File: src/rtl/pc_seq_pkg.sv
// Shared types and default constants for the IF-stage program counter sequencer.
// EXC_VEC_DEF is only consumed when PC_EXC_VEC_EN is defined.
package pc_seq_pkg;

  typedef logic [29:0] waddr_t;

  typedef enum logic [1:0] {
    BOOT  = 2'd0,
    ISSUE = 2'd1,
    WAIT  = 2'd2,
    DROP  = 2'd3
  } state_t;

  localparam logic [31:0] RESET_PC_DEF = 32'h0000_3000;
  localparam logic [31:0] EXC_VEC_DEF  = 32'h0000_4180;

endpackage

File: src/rtl/fetch_hold_buf.sv
// One-entry skid slot for a fetched instruction; write, read and flush take effect next edge.
// Flush beats write; writes are only issued while the slot is empty.
module fetch_hold_buf
  import pc_seq_pkg::*;
(
  input  logic        clk,
  input  logic        rst_n,
  input  logic        wr,
  input  logic [29:0] wr_pc,
  input  logic [31:0] wr_instr,
  input  logic        rd,
  input  logic        flush,
  output logic        vld,
  output logic [29:0] pc,
  output logic [31:0] instr
);

  always_ff @(posedge clk or negedge rst_n) begin
    if (!rst_n) begin
      vld   <= 1'b0;
      pc    <= '0;
      instr <= '0;
    end else begin
      if (flush || rd) vld <= 1'b0;
      if (wr && !flush) begin
        vld   <= 1'b1;
        pc    <= wr_pc;
        instr <= wr_instr;
      end
    end
  end

endmodule

File: src/rtl/pc_sequencer.sv
// IF-stage PC owner: single-outstanding imem fetch, IF/ID output register plus one-entry hold slot.
// Define PC_EXC_VEC_EN to enable exc_req/eret/epc and the EXC_VEC entry point.
module pc_sequencer
  import pc_seq_pkg::*;
#(
  parameter logic [31:0] RESET_PC = RESET_PC_DEF,
  parameter logic [31:0] EXC_VEC  = EXC_VEC_DEF
) (
  input  logic        clk,
  input  logic        rst_n,
  input  logic        stall,
  input  logic        redirect_valid,
  input  logic [29:0] redirect_npc,
  input  logic        exc_req,
  input  logic        eret,
  input  logic [29:0] epc,
  output logic        imem_req,
  output logic [29:0] imem_addr,
  input  logic        imem_gnt,
  input  logic        imem_rvalid,
  input  logic [31:0] imem_rdata,
  output logic        if_valid,
  output logic [29:0] if_pc,
  output logic [31:0] if_instr
);

  localparam waddr_t RST_WA = RESET_PC[31:2];

  state_t state;
  waddr_t pc;
  waddr_t pend_pc;
  logic   drop;

  logic   redir;
  waddr_t redir_pc;

`ifdef PC_EXC_VEC_EN
  localparam waddr_t EXC_WA = EXC_VEC[31:2];

  always_comb begin
    redir    = exc_req | eret | redirect_valid;
    redir_pc = redirect_npc;
    if (exc_req)   redir_pc = EXC_WA;
    else if (eret) redir_pc = epc;
  end
`else
  logic unused_exc;
  assign unused_exc = ^{exc_req, eret, epc, EXC_VEC};
  assign redir      = redirect_valid;
  assign redir_pc   = redirect_npc;
`endif

  logic        hb_vld;
  logic [29:0] hb_pc;
  logic [31:0] hb_instr;
  logic        hb_wr;
  logic        hb_rd;
  logic        rsp_ok;
  logic        direct;
  logic        grant;

  // A response coinciding with a redirect belongs to the abandoned path.
  assign rsp_ok = (state == WAIT) && imem_rvalid && !drop && !redir;
  assign direct = rsp_ok && !stall && !hb_vld;
  assign hb_wr  = rsp_ok && !direct;
  assign hb_rd  = hb_vld && !stall && !redir;

  // Back-to-back fetch: the next request may go out alongside a directly presented response.
  assign imem_req  = ((state == ISSUE) && !hb_vld) || direct;
  assign imem_addr = pc;
  assign grant     = imem_req && imem_gnt;

  fetch_hold_buf u_hold (
    .clk      (clk),
    .rst_n    (rst_n),
    .wr       (hb_wr),
    .wr_pc    (pend_pc),
    .wr_instr (imem_rdata),
    .rd       (hb_rd),
    .flush    (redir),
    .vld      (hb_vld),
    .pc       (hb_pc),
    .instr    (hb_instr)
  );

  always_ff @(posedge clk or negedge rst_n) begin
    if (!rst_n) begin
      state    <= BOOT;
      pc       <= RST_WA;
      pend_pc  <= '0;
      drop     <= 1'b0;
      if_valid <= 1'b0;
      if_pc    <= '0;
      if_instr <= '0;
    end else begin
      if (!(if_valid && stall)) begin
        if_valid <= hb_rd || direct;
        if (hb_rd) begin
          if_pc    <= hb_pc;
          if_instr <= hb_instr;
        end else if (direct) begin
          if_pc    <= pend_pc;
          if_instr <= imem_rdata;
        end
      end

      if (redir)      pc <= redir_pc;
      else if (grant) pc <= pc + 30'd1;
      if (grant) pend_pc <= pc;

      case (state)
        BOOT:  state <= ISSUE;
        ISSUE: if (grant) begin
          state <= WAIT;
          drop  <= redir;
        end
        WAIT: if (imem_rvalid) begin
          drop  <= 1'b0;
          state <= grant ? WAIT : ISSUE;
        end else if (redir) begin
          drop  <= 1'b1;
          state <= DROP;
        end
        DROP: if (imem_rvalid) begin
          drop  <= 1'b0;
          state <= ISSUE;
        end
        default: state <= BOOT;
      endcase
    end
  end

endmodule

File: config.mk
export PLATFORM = sky130hd
export DESIGN_NAME = pc_sequencer
export DESIGN_NICKNAME = d
export VERILOG_FILES = /design/src/rtl/pc_seq_pkg.sv /design/src/rtl/fetch_hold_buf.sv /design/src/rtl/pc_sequencer.sv
export SDC_FILE = /design/constraint.sdc
export NUM_CORES = 1
export LEC_CHECK = 0
export CAP_MARGIN = 20
export CORE_MARGIN = 10
export CORE_UTILIZATION = 45
export CTS_CLUSTER_DIAMETER = 30
export DETAILED_ROUTE_END_ITERATION = 10
export GPL_TIMING_DRIVEN = 0
export PLACE_DENSITY = 0.75
export RECOVER_POWER = 100
export SETUP_SLACK_MARGIN = 0.5
export SYNTH_ARGS = -nofsm -noshare
export SYNTH_HDL_FRONTEND = slang
export SYNTH_SLANG_ARGS = --single-unit
File: constraint.sdc
create_clock -name clk -period 6.45 [get_ports clk]
set_input_delay 1.29 -clock clk [delete_from_list [all_inputs] [get_ports clk]]
set_output_delay 1.29 -clock clk [all_outputs]
set_load 0.05 [all_outputs]
==> results_dict.tcl <==
set metrics [dict create \
    vias 6116 \
    htreeDepth 4 \
    worstPathArrival_ps 3420 \
    overflow 0 \
    cap_viol_max_count 1 \
    core_um2 18150 \
    n_fill_cell 1524 \
    grtUsageTotal_pct 18.02 \
    final_nets 998 \
    tightest_slew_ps 2420 \
    clk-insertion-delay-late_ps 430 \
    hp-class "reg -> reg" \
    dp.cells 1103 \
    p_per_area_nw_per_um2 423.8 \
    start_util_pct 46.14 \
    clockBufferDepth 2 \
    final_cell_mix "dfrtp_1 (187), nand2_1 (104), dlygate4sd3_1 (97)" \
    die_x_um 156.4 \
    avgRoutedWirePerCell_um 19.04 \
    drc 0 \
    cp_cell_sequence "dlygate4sd3_1 > nor4bb_1 > clkbuf_1 > a2bb2oi_1 > inv_1 > dlygate4sd3_1" \
    post_cts_buffers 0 \
    numPortBuffers 160 \
    cpMaxStageDelayCell "dlygate4sd3_1" \
    row_count 49 \
    path_clk_slew_ps 70 \
    worstPathRequired_ps 5160 \
    synthesis.area_um2 8373 \
    hold_depth 2 \
    post-route-period-util_pct 72.95 \
    path_class "in -> out" \
    syn2layout_area_growth_pct 28.45 \
    endpoint_kind "primary output" \
    rsz0062_at_grt "false" \
    hold_buffers 0 \
    first_global_vias 6235 \
    root_buffer "clkbuf_16" \
    cts_num_sinks 189 \
    final_common_cell "dfrtp_1" \
    yosysUniqueCellTypes 42 \
    numCtsBuffers 17 \
    ys_warn_count 0 \
    dp_hpwl_um 15440 \
    layoutNonFillerInstCount 1136 \
    post_drt_via_cell_ratio 5.384 \
    cp-startpoint "imem_rvalid" \
    crit_path_start_kind "primary input" \
    ios 194 \
    critPathTopFamily "buffers and inverters" \
    grt_pass1_wl_um 34980 \
    power.leakage_nw 5.195 \
    r2r_cells 8 \
    peakVddDrop_v 0.0002055 \
    hold_viol_final 0 \
    violations "max-capacitance violations, max-slew violations" \
    drtAntennaViolNets 0 \
    multi_input_area_um2 3318 \
    path_max_fanout 4 \
    firstDrtPassIters 5 \
    fmax_ghz 0.2125 \
    r2r-start "state[0]" \
    setup_viol 0 \
    fp.dieH_um 156.4 \
    hp-start "u_hold.instr[21]" \
    r2r_slack_ps 3060 \
    run_status "finished, violations left" \
    yosysSeqAreaShare_pct 56.52 \
    period_needed_ps 4705 \
    dieArea_um2 24460 \
    postSynthCellCount 712 \
    hold_path_end "if_instr[21]" \
    grt_max_degree 99 \
    crit_top_cell "dlygate4sd3_1" \
    slew_violations 99 \
    wl_um 21630 \
    drt_iter0_markers 424 \
    regArea_um2 4732 \
    r2r_end "pend_pc[19]" \
    skew_ps 10.97 \
    crit_buf_inv 4 \
    grt_antenna_before_repair 1 \
    cts_tree "yes" \
    final_util_pct 59.27 \
    maxSlewHeadroom_pct -61.33 \
    cts_resized 0 \
    place.gp.congestion 0.8253 \
    synthesis.nets 817 \
    drive_gt1_share_pct 14.35 \
    cpPeakStageDelay_ps 870 \
    ys_ff_latch 189 \
    synth.avg_cell_area_um2 11.76 \
]
## cells in the mapped netlist, drive strengths merged
| cell type | n | share of area [%] |
|---|---|---|
| a21boi | 1 | 0.090 |
| a21o | 1 | 0.090 |
| a21oi | 4 | 0.24 |
| a22oi | 2 | 0.18 |
| a2bb2oi | 1 | 0.10 |
| a31o | 1 | 0.10 |
| a31oi | 1 | 0.075 |
| a32oi | 1 | 0.33 |
| and3 | 6 | 0.45 |
| and4 | 4 | 0.42 |
| buf | 19 | 1.2 |
| clkbuf | 25 | 1.1 |
| clkinv | 1 | 0.045 |
| dfrtp | 187 | 56 |
| dfstp | 2 | 0.63 |
| ha | 5 | 0.75 |
| inv | 11 | 0.49 |
| mux2 | 90 | 12 |
| mux2i | 63 | 7.5 |
| nand2 | 104 | 4.7 |
| nand3 | 10 | 0.60 |
| nand4 | 7 | 0.52 |
| nor2 | 8 | 0.36 |
| nor2b | 3 | 0.22 |
| nor3 | 8 | 0.48 |
| nor3b | 2 | 0.18 |
| nor4 | 17 | 2.1 |
| nor4bb | 1 | 0.12 |
| o211ai | 1 | 0.090 |
| o21ai | 96 | 5.7 |
| o22ai | 1 | 0.075 |
| o31ai | 1 | 0.090 |
| or3b | 1 | 0.10 |
| or4 | 1 | 0.090 |
| xnor2 | 22 | 2.3 |
| xor2 | 4 | 0.42 |
## cells by family after synthesis
family / Yosys count / synth area share (%)
xor+xnor: 26 / 2.720
buf+inv: 56 / 2.854
flops: 189 / 56.52
simple gates: 172 / 10.33
mux: 153 / 19.64
fa+ha+maj: 5 / 0.7472
compound gates: 111 / 7.203
## worst min-delay path: cells and delay by family, from the launching register on
family,cells,cell delay [ps]
AO/OA/AOI/OAI,1,60
flip-flops,1,340
AND/OR/NAND/NOR,1,40
## report_power, final
group	switching (mW)	total [mW]	internal [mW]
Sequential	0.261	1.87	1.61
Combinational	1.05	1.65	0.601
Clock	0.487	1.03	0.547
Total	1.80	4.56	2.76
## worst max-delay path by stage
stage                        to  cells past startpoint
floorplan              imem_req                      5
global placement    pend_pc[13]                      1
detailed placement     imem_req                      6
CTS                    imem_req                      6
global route           imem_req                      6
finish                 imem_req                      6
## sequential cells by signal, indices dropped and copies added (netlist names)
name	flops
drop	1
if_instr	32
if_pc	30
if_valid	1
imem_addr	30
pend_pc	30
state	2
u_hold.instr	32
u_hold.pc	30
u_hold.vld	1
## metal layers
layer / wire (um) / share of wire [%] / global-route usage, %
met5: 0 / 0 / 0
met4: 227 / 1.0 / 4.629
met3: 1731 / 8.0 / 6.442
met1: 9639 / 45 / 23.49
met2: 10030 / 46 / 27.99
## metrics by stage
step	setup slack, ps	TNS [ps]	hold slack (ps)	power (mW)	instance area (um^2)
6_report	1745	0	476.3	4.559	10760
5_1_grt	1625	0	501.1	4.810	10760
4_1_cts	1875	0	477.7	4.697	10880
3_5_place_dp	1880	0	461.7	3.657	10300
3_3_place_gp	-3906	-730940	449.8	3.607	10260
2_1_floorplan	2901	0	446.0	3.001	8373
## layout make-up
cell class	count	area share [%]
Clock buffer	17	3.955
Clock inverter	15	1.466
Inverter	12	0.4188
Buffer	44	1.605
Antenna cell	1	0.02327
Multi-Input combinational cell	467	30.85
Sequential cell	189	44.00
Timing Repair Buffer	162	15.02
Tap cell	229	2.664
(Power assumes the default switching activity.)
